## src/rtl/muldiv_unit.sv

```systemverilog
// Iterative RV32M multiply/divide unit: radix-2 shift-add multiply,
// restoring divide, one-cycle fast path for divide-by-zero and overflow.
module muldiv_unit #(
    parameter int DWIDTH    = 32,
    parameter int TAG_WIDTH = 4
) (
    input  logic                 clk,
    input  logic                 reset_n,
    input  logic                 i_valid,
    output logic                 o_ready,
    input  logic [2:0]           i_op,
    input  logic [DWIDTH-1:0]    i_op1,
    input  logic [DWIDTH-1:0]    i_op2,
    input  logic [TAG_WIDTH-1:0] i_tag,
    input  logic                 i_flush,
    output logic                 o_valid,
    output logic [DWIDTH-1:0]    o_result,
    output logic [TAG_WIDTH-1:0] o_tag
);

    localparam int CW = $clog2(DWIDTH + 1);
    localparam logic [DWIDTH-1:0] MIN = {1'b1, {(DWIDTH-1){1'b0}}};

    typedef enum logic [1:0] {
        IDLE,
        BUSY,
        DONE
    } state_t;

    state_t              state;
    logic [CW-1:0]       cnt;
    logic [2:0]          op_q;
    logic                neg_q;
    logic                rneg_q;
    logic [DWIDTH-1:0]   mag1;
    logic [DWIDTH-1:0]   mag2;
    logic [2*DWIDTH-1:0] prod;
    logic [DWIDTH-1:0]   rem;
    logic [DWIDTH-1:0]   quot;

    logic                op1_signed;
    logic                op2_signed;
    logic                s1;
    logic                s2;
    logic [DWIDTH-1:0]   mag1_in;
    logic [DWIDTH-1:0]   mag2_in;
    logic                div_zero;
    logic                ovf;
    logic                fast;
    logic [DWIDTH-1:0]   fast_res;
    logic                accept;

    logic [DWIDTH:0]     mul_sum;
    logic [2*DWIDTH-1:0] mul_next;
    logic [DWIDTH:0]     div_shift;
    logic [DWIDTH:0]     div_diff;
    logic                div_ge;
    logic [DWIDTH:0]     rem_next;
    logic [DWIDTH-1:0]   quot_next;
    logic [2*DWIDTH-1:0] prod_fix;
    logic [DWIDTH-1:0]   quot_fix;
    logic [DWIDTH-1:0]   rem_fix;
    logic [DWIDTH-1:0]   final_res;

    assign o_ready = (state == IDLE);
    assign accept  = (state == IDLE) && i_valid && !i_flush;

    always_comb begin
        op1_signed = 1'b0;
        op2_signed = 1'b0;
        unique case (i_op)
            3'b000, 3'b001, 3'b100, 3'b110: begin
                op1_signed = 1'b1;
                op2_signed = 1'b1;
            end
            3'b010:  op1_signed = 1'b1;
            default: ;
        endcase
    end

    assign s1      = op1_signed & i_op1[DWIDTH-1];
    assign s2      = op2_signed & i_op2[DWIDTH-1];
    assign mag1_in = s1 ? -i_op1 : i_op1;
    assign mag2_in = s2 ? -i_op2 : i_op2;

    assign div_zero = i_op[2] && (i_op2 == '0);
    assign ovf      = i_op[2] && !i_op[0] &&
                      (i_op1 == MIN) && (i_op2 == '1);
    assign fast     = div_zero || ovf;

    always_comb begin
        fast_res = '0;
        unique case (1'b1)
            div_zero && !i_op[1]: fast_res = '1;
            div_zero && i_op[1]:  fast_res = i_op1;
            ovf && !i_op[1]:      fast_res = MIN;
            default:              fast_res = '0;
        endcase
    end

    // Low half of prod holds the remaining multiplier bits.
    assign mul_sum  = {1'b0, prod[2*DWIDTH-1:DWIDTH]} +
                      (prod[0] ? {1'b0, mag1} : '0);
    assign mul_next = {mul_sum, prod[DWIDTH-1:1]};

    assign div_shift = {rem, quot[DWIDTH-1]};
    assign div_diff  = div_shift - {1'b0, mag2};
    assign div_ge    = !div_diff[DWIDTH];
    assign rem_next  = div_ge ? div_diff : div_shift;
    assign quot_next = {quot[DWIDTH-2:0], div_ge};

    assign prod_fix = neg_q ? -mul_next : mul_next;
    assign quot_fix = neg_q ? -quot_next : quot_next;
    assign rem_fix  = rneg_q ? -rem_next[DWIDTH-1:0]
                             : rem_next[DWIDTH-1:0];

    always_comb begin
        final_res = '0;
        unique case (1'b1)
            op_q[2] && op_q[1]:   final_res = rem_fix;
            op_q[2] && !op_q[1]:  final_res = quot_fix;
            op_q == 3'b000:       final_res = prod_fix[DWIDTH-1:0];
            default:              final_res = prod_fix[2*DWIDTH-1:DWIDTH];
        endcase
    end

    always_ff @(posedge clk) begin
        if (!reset_n) begin
            state    <= IDLE;
            o_valid  <= 1'b0;
            o_result <= '0;
            o_tag    <= '0;
            cnt      <= '0;
        end else if (i_flush) begin
            state   <= IDLE;
            o_valid <= 1'b0;
            cnt     <= '0;
        end else begin
            unique case (state)
                IDLE: begin
                    o_valid <= 1'b0;
                    if (i_valid) begin
                        o_tag <= i_tag;
                        if (fast) begin
                            o_result <= fast_res;
                            o_valid  <= 1'b1;
                            state    <= DONE;
                        end else begin
                            cnt   <= CW'(DWIDTH);
                            state <= BUSY;
                        end
                    end
                end
                BUSY: begin
                    cnt <= cnt - 1'b1;
                    if (cnt == CW'(1)) begin
                        o_result <= final_res;
                        o_valid  <= 1'b1;
                        state    <= DONE;
                    end
                end
                DONE: begin
                    o_valid <= 1'b0;
                    state   <= IDLE;
                end
                default: begin
                    o_valid <= 1'b0;
                    state   <= IDLE;
                end
            endcase
        end
    end

    // Datapath needs no reset: it is always loaded on accept before use.
    always_ff @(posedge clk) begin
        if (accept) begin
            op_q   <= i_op;
            neg_q  <= s1 ^ s2;
            rneg_q <= s1;
            mag1   <= mag1_in;
            mag2   <= mag2_in;
            prod   <= {{DWIDTH{1'b0}}, mag2_in};
            rem    <= '0;
            quot   <= mag1_in;
        end else if (state == BUSY) begin
            prod <= mul_next;
            rem  <= rem_next[DWIDTH-1:0];
            quot <= quot_next;
        end
    end

endmodule
```

## config.mk

```make
export PLATFORM = sky130hd
export DESIGN_NAME = muldiv_unit
export DESIGN_NICKNAME = d
export VERILOG_FILES = /design/src/rtl/muldiv_unit.sv
export SDC_FILE = /design/constraint.sdc
export NUM_CORES = 1
export LEC_CHECK = 0
export ABC_CLOCK_PERIOD_IN_PS = 5900
export BUFFER_PORTS_ARGS = -buffer_cell sky130_fd_sc_hd__buf_2
export CAP_MARGIN = 20
export CORE_AREA = 3 3 221 223
export CTS_BUF_LIST = sky130_fd_sc_hd__clkbuf_4
export DETAILED_ROUTE_END_ITERATION = 7
export DIE_AREA = 0 0 224 226
export GPL_TIMING_DRIVEN = 0
export PLACE_DENSITY_LB_ADDON = 0.05
export RECOVER_POWER = 25
export SLEW_MARGIN = 20
export SYNTH_ARGS = -nofsm -noshare
export SYNTH_HDL_FRONTEND = slang
export SYNTH_SLANG_ARGS = --single-unit
```

## constraint.sdc

```tcl
create_clock -name clk -period 5.9 [get_ports clk]
set_clock_uncertainty 0.1 [all_clocks]
set_input_delay 1.18 -clock clk [delete_from_list [all_inputs] [get_ports clk]]
set_output_delay 1.18 -clock clk [all_outputs]
set_load 0.005 [all_outputs]
```

Yosys cells after proc, flatten, opt, wreduce, memory -nomap -nowiden. Index checks and enable logic that the tools add are counted.

Register bits after elaboration: 242. Bits of input ports: 75. Word-level logic and storage cells: 99.

Eq/ne operators: 12. Reductions and logical operators: 30. $add $sub $neg: 8. Muxes and demuxes: 30. Bitwise gates (word level): 5.

Operators with widths (count): two-way mux 32 bit (13); case mux 32 bit (3 select lines) (2); negator 32 bit (4); == test 32 bit (second input constant) (2); two-way mux 64 bit (1); negator 64 bit (1); case mux 32 bit (2 select lines) (1); adder 32 x 32 -> 33 bit (1); subtractor 33 x 32 -> 33 bit (1); zero test 32 bit (1); two-way mux 6 bit (2); case mux 6 bit (2 select lines) (1); logical AND 1 bit (11); == test 3 bit (second input constant) (2); == test 6 x 1 -> 1 bit (second input constant) (1); zero test 3 bit (2); two-way mux 2 bit (3); != test 2 bit (second input constant) (3); AND reduction 3 bit (2); subtractor 6 x 1 -> 6 bit (second input constant) (1); zero test 1 bit (5); two-way mux 1 bit (5); AND reduction 5 bit (1); OR reduction 5 bit (1); other kinds (15) (18).

Depth between registers and ports, before layout.
Depth in word-level cells: 9. Depth in mapped cells: 26. Gate-level depth less buffers: 23.

Worst setup path after synthesis. Ideal clock, no wire load.

Kind: register -> register. Start: register quot[31]. End: register o_result[30]. Arrival time: 5.002 ns. Path buffers: 3. Setup time: 0.122 ns. Required time: 5.678 ns. Slack: 0.677 ns. Stages on the path, launching flop included: 26. Path through: edfxtp_1 -> inv_1 -> ha_1 -> fa_1 -> nand2b_1 -> a21oi_1 -> o21ai_1 -> o21ai_1 -> a21oi_1 -> xnor2_2 -> inv_2 -> buf_2 -> buf_2 -> buf_1 -> nor2_1 -> a21oi_1 -> ha_1 -> nand2_1 -> or4_1 -> nor4_1 -> nor4b_1 -> o2bb2ai_1 -> nor4_1 -> mux2i_1 -> a221oi_1 -> nor2_1.

Word-level cells in the longest chain between the ends: 7.

RTL lines: from (decl) (line 39) `logic [DWIDTH-1:0] quot;`; from (signal assigned) (line 184) `quot <= mag1_in;`; from (signal assigned) (line 188) `quot <= quot_next;`; subtractor 33 x 32 -> 33 bit (line 107) `assign div_diff = div_shift - {1'b0, mag2};`; two-way mux 32 bit / zero test 1 bit (equally long branches) (line 109, 108); negator 32 bit (on tied branches) (line 114, 113); two-way mux 32 bit (on tied branches) (line 114, 113); case mux 32 bit (3 select lines) (*) (line 119) `unique case (1'b1)`; two-way mux 32 bit (*) (line 156) `if (cnt == CW'(1)) begin`; case mux 32 bit (2 select lines) (*) (line 139) `unique case (state)`; to (signal assigned) (line 145) `o_result <= fast_res;`; to (signal assigned) (line 157) `o_result <= final_res;`; to (decl) (line 17) `output logic [DWIDTH-1:0] o_result,`.

Mark *: on every way between the ends. The rest lies on a longest branch, timed or not. The select of a mux whose other input is x is not followed. A chain may end at the register's enable or synchronous reset.

Worst setup path after layout.
Start: input port i_op2[0]. End: register o_result[13].

Word-level cells in the longest chain between the ends: 7.

RTL lines: from (decl) (line 13) `input logic [DWIDTH-1:0] i_op2,`; == test 32 bit / zero test 32 bit (equally long branches) (line 88, 86); logical AND 1 bit (on tied branches) (line 88, 86); logical AND 1 bit (on tied branches) (line 96, 94, 95); case mux 32 bit (3 select lines) (line 93) `unique case (1'b1)`; two-way mux 32 bit (line 144) `if (fast) begin`; two-way mux 32 bit (line 142) `if (i_valid) begin`; case mux 32 bit (2 select lines) (line 139).

Several ways; a longest one is shown, not always the timed one. The select of a mux whose other input is x is not followed.

==> impl_metrics.prom <==
# TYPE chip_impl_metric gauge
chip_impl_metric{name="final-setup-viol-count",unit=""} 0
chip_impl_metric{name="wire_length_of_the_first_global_routing_pass",unit="microns"} 123000
chip_impl_info{name="tritoncts_clock_tree",value="done"} 1
chip_impl_info{name="reg2reg_from",value="quot[31]"} 1
chip_impl_metric{name="synthDominantCellAreaShare",unit="%"} 21.2
chip_impl_metric{name="critPathArrivalTime",unit="ns"} 6.28
chip_impl_metric{name="drt_wirelength",unit="microns"} 86800
chip_impl_metric{name="report.power.total",unit="mW"} 7.75
chip_impl_metric{name="post_synthesis_instance_area",unit="sq um"} 18800
chip_impl_metric{name="crit_path_max_fanout",unit=""} 10
chip_impl_metric{name="postSynthAreaPerCell",unit="sq um"} 8.01
chip_impl_metric{name="number_of_detailed_routing_iterations_run_before_antenna_repair",unit=""} 6
chip_impl_info{name="cts_root_buf",value="sky130_fd_sc_hd__clkbuf_4"} 1
chip_impl_metric{name="max_freq",unit="GHz"} 0.175
chip_impl_metric{name="post_drt_via_cell_ratio",unit=""} 6.11
chip_impl_metric{name="numClockSinks",unit=""} 242
chip_impl_metric{name="placeableCoreArea",unit="sq um"} 46800
chip_impl_metric{name="antenna_found_initial",unit=""} 7
chip_impl_metric{name="cts_hold_buf",unit=""} 0
chip_impl_metric{name="die_height",unit="microns"} 226
chip_impl_metric{name="dieWidth",unit="microns"} 224
chip_impl_info{name="start_kind",value="input port"} 1
chip_impl_metric{name="synth_seq_area_share",unit="%"} 32.8
chip_impl_metric{name="cts_buffer_depth",unit=""} 3
chip_impl_metric{name="instances_no_fill",unit=""} 3217
chip_impl_metric{name="period_minus_slack",unit="ns"} 5.72
chip_impl_info{name="yosysMostFrequentCell",value="sky130_fd_sc_hd__nand2_1"} 1
chip_impl_metric{name="placedInstanceArea",unit="sq um"} 20200
chip_impl_info{name="synth.largest_area_cell",value="sky130_fd_sc_hd__edfxtp_1"} 1
chip_impl_metric{name="synth-seq-cells",unit=""} 242
chip_impl_metric{name="ys_async_sr_fraction",unit="%"} 0
chip_impl_metric{name="finalSetupTns",unit="ns"} 0
chip_impl_metric{name="die_area",unit="sq um"} 50600
chip_impl_metric{name="synth_fp_nets",unit=""} 2500
chip_impl_metric{name="max_slew_margin",unit="%"} 8.60
chip_impl_metric{name="portBuffers",unit=""} 112
chip_impl_metric{name="synth_enable_flop_cells",unit=""} 133
chip_impl_metric{name="drtAntennaViolNets",unit=""} 0
chip_impl_metric{name="routed_wire_length_per_instance",unit="microns"} 27.0
chip_impl_metric{name="ys_warn_count",unit=""} 0
chip_impl_metric{name="placedCellCount",unit=""} 3072
chip_impl_metric{name="final_core_utilization",unit="%"} 45.7
chip_impl_metric{name="start_util",unit="%"} 40.3
chip_impl_metric{name="fin_nets",unit=""} 2698
chip_impl_info{name="worstHoldStart",value="prod[40]"} 1
chip_impl_metric{name="area.sequential",unit="sq um"} 6180
chip_impl_metric{name="pin_count_of_the_biggest_net_entering_global_routing",unit=""} 48
chip_impl_metric{name="required",unit="ns"} 6.47
chip_impl_info{name="synth_flop_cell",value="sky130_fd_sc_hd__edfxtp_1"} 1
chip_impl_metric{name="finalHoldViolCount",unit=""} 0
chip_impl_metric{name="clock_latency",unit="ns"} 0.82
chip_impl_metric{name="gp_congestion",unit=""} 1.02
chip_impl_metric{name="max_slew.worst_pin.slew",unit="ns"} 1.36
chip_impl_metric{name="row_count",unit=""} 79
chip_impl_metric{name="area_growth",unit="%"} 13.4
chip_impl_metric{name="power_leakage",unit="nW"} 8.40
chip_impl_info{name="yosys-top-cells-area",value="sky130_fd_sc_hd__edfxtp_1 21%, sky130_fd_sc_hd__dfxtp_1 12%, sky130_fd_sc_hd__nand2_1 8.1%"} 1
chip_impl_metric{name="dp_hpwl",unit="microns"} 68700
chip_impl_metric{name="final_max_slew_viol_count",unit=""} 0
chip_impl_info{name="outcome",value="completed"} 1
chip_impl_metric{name="cts_inserted_buffers",unit=""} 72
chip_impl_metric{name="drc",unit=""} 0
chip_impl_metric{name="power_density",unit="nW/um^2"} 363
chip_impl_metric{name="h-tree-depth",unit=""} 3
chip_impl_metric{name="maxCapViolations",unit=""} 0
chip_impl_metric{name="netlist-cell-type-count",unit=""} 91
chip_impl_metric{name="synthesis.instances",unit=""} 2351
chip_impl_metric{name="drive_gt1_share",unit="%"} 11.4
chip_impl_metric{name="num_io_pins",unit=""} 113
chip_impl_metric{name="fin_crit_sh",unit="%"} 96.9
chip_impl_metric{name="grt_overflow",unit=""} 0
chip_impl_metric{name="number_of_global_route_vias_before_repair",unit=""} 18300
chip_impl_info{name="crit_path_start",value="i_op2[0]"} 1
chip_impl_info{name="hold_class",value="flip-flop to flip-flop"} 1
chip_impl_metric{name="post_route_design_area",unit="sq um"} 21300
chip_impl_info{name="rsz0062_at_grt",value="false"} 1
chip_impl_metric{name="layout.filler_cells",unit=""} 4818
chip_impl_info{name="end_kind",value="flip-flop"} 1
chip_impl_info{name="timing.setup.critical_path_class",value="input port to flip-flop"} 1
chip_impl_metric{name="drt_iter0_drc",unit=""} 2312
chip_impl_metric{name="power.ir.vdd_worst",unit="uV"} 157
chip_impl_info{name="synth.top_cells.by_count",value="404 x sky130_fd_sc_hd__nand2_1, 200 x sky130_fd_sc_hd__o21ai_0, 154 x sky130_fd_sc_hd__a21oi_1"} 1
chip_impl_metric{name="clkTransAtPathRegs",unit="ns"} 0.06
chip_impl_metric{name="gr-usage-all-layers",unit="%"} 33.3
chip_impl_metric{name="area_used_by_multi_input_combinational_logic",unit="sq um"} 12000
chip_impl_metric{name="vias",unit=""} 19700
==> placed cells by master, fill, tap and decap left out, types with 46 or more instances in the layout <==
cell,synthesis,routed
sky130_fd_sc_hd__a21oi_1,154,153
sky130_fd_sc_hd__and2_1,51,50
sky130_fd_sc_hd__buf_2,17,97
sky130_fd_sc_hd__clkbuf_1,90,119
sky130_fd_sc_hd__clkbuf_4,1,115
sky130_fd_sc_hd__dfxtp_1,109,109
sky130_fd_sc_hd__edfxtp_1,133,133
sky130_fd_sc_hd__ha_1,72,70
sky130_fd_sc_hd__inv_1,76,75
sky130_fd_sc_hd__nand2_1,404,404
sky130_fd_sc_hd__nand3_1,46,46
sky130_fd_sc_hd__nor2_1,147,147
sky130_fd_sc_hd__nor3_1,56,56
sky130_fd_sc_hd__o21ai_0,200,200
sky130_fd_sc_hd__o31ai_1,48,46
sky130_fd_sc_hd__xnor2_1,108,108
sky130_fd_sc_hd__xor2_1,108,108
==> registers in the layout (all words and copies together), names as in the netlist <==
name      count
o_result     32
op_q          3
mag1         32
state         2
rem          32
o_valid       1
neg_q         1
prod         64
rneg_q        1
o_tag         4
cnt           6
mag2         32
quot         32
==> per-layer routing <==
| layer | vias to the layer above | wire length, microns | share of wire (%) | GRT usage, % |
|---|---|---|---|---|
| li1 | 9017 | - | - | - |
| met1 | 9492 | 39000 | 45 | 47.6 |
| met2 | 1007 | 36200 | 42 | 48.5 |
| met3 | 151 | 8510 | 9.8 | 9.10 |
| met4 | 0 | 3010 | 3.5 | 11.2 |
| met5 | - | 0 | 0 | 0 |
==> layout make-up <==
| cell class | instances | area share (%) |
|---|---|---|
| clock inverter | 20 | 0.563 |
| clock buffer | 113 | 3.97 |
| inverter | 77 | 1.38 |
| sequential | 242 | 28.9 |
| multi-input combinational | 1914 | 56.3 |
| antenna | 2 | 0.0234 |
| tap | 607 | 3.56 |
| buffer | 117 | 2.27 |
| timing repair buffer | 125 | 2.99 |
==> what timing repair did <==
item | CTS | global route
pin swaps | 2 | 5
buffers inserted | 2 | 9
gates resized for setup | 13 | 13
endpoints found under the setup margin | 14 | 17
==> path summary, 6_finish.rpt <==
path,to,slack (ns),cells past startpoint
max reg2reg,o_result[30],0.22,23
min,prod[40],0.36,2
min reg2reg,prod[40],0.36,2
max,o_result[13],0.18,14
==> power by group <==
group	switching, mW	internal, mW
combinational	2.49	1.28
sequential	0.223	2.00
clock	0.835	0.919
==> stage by stage <==
stage | setup WS, ns | hold slack [ns]
detailed placement | -1.40 | 0.352
global placement | -1.37 | 0.348
floorplan | 0.677 | 0.332
finish | 0.182 | 0.363
CTS | 0.0172 | 0.363
global route | 0.0223 | 0.384
==> kinds of logic after synthesis <==
group           share of synthesized area, %
buf+inv                                 4.04
flops                                   32.8
xor+xnor                                10.2
simple gates                            22.8
fa+ha+maj                               5.00
mux                                     2.56
compound gates                          22.6
==> worst max-delay path: stages <==
cell,delay [ns]
sky130_fd_sc_hd__buf_2,0.15
sky130_fd_sc_hd__inv_1,0.08
sky130_fd_sc_hd__ha_1,0.17
sky130_fd_sc_hd__or3b_2,0.47
sky130_fd_sc_hd__nor3_1,0.34
sky130_fd_sc_hd__nand2_1,0.26
sky130_fd_sc_hd__nor4b_4,0.77
sky130_fd_sc_hd__a41o_1,0.33
sky130_fd_sc_hd__a21oi_1,0.16
sky130_fd_sc_hd__nor4_4,0.71
sky130_fd_sc_hd__buf_2,0.39
sky130_fd_sc_hd__clkbuf_1,0.75
sky130_fd_sc_hd__o211ai_1,0.16
sky130_fd_sc_hd__a21oi_1,0.34
Power figures use the tool's default switching activity.
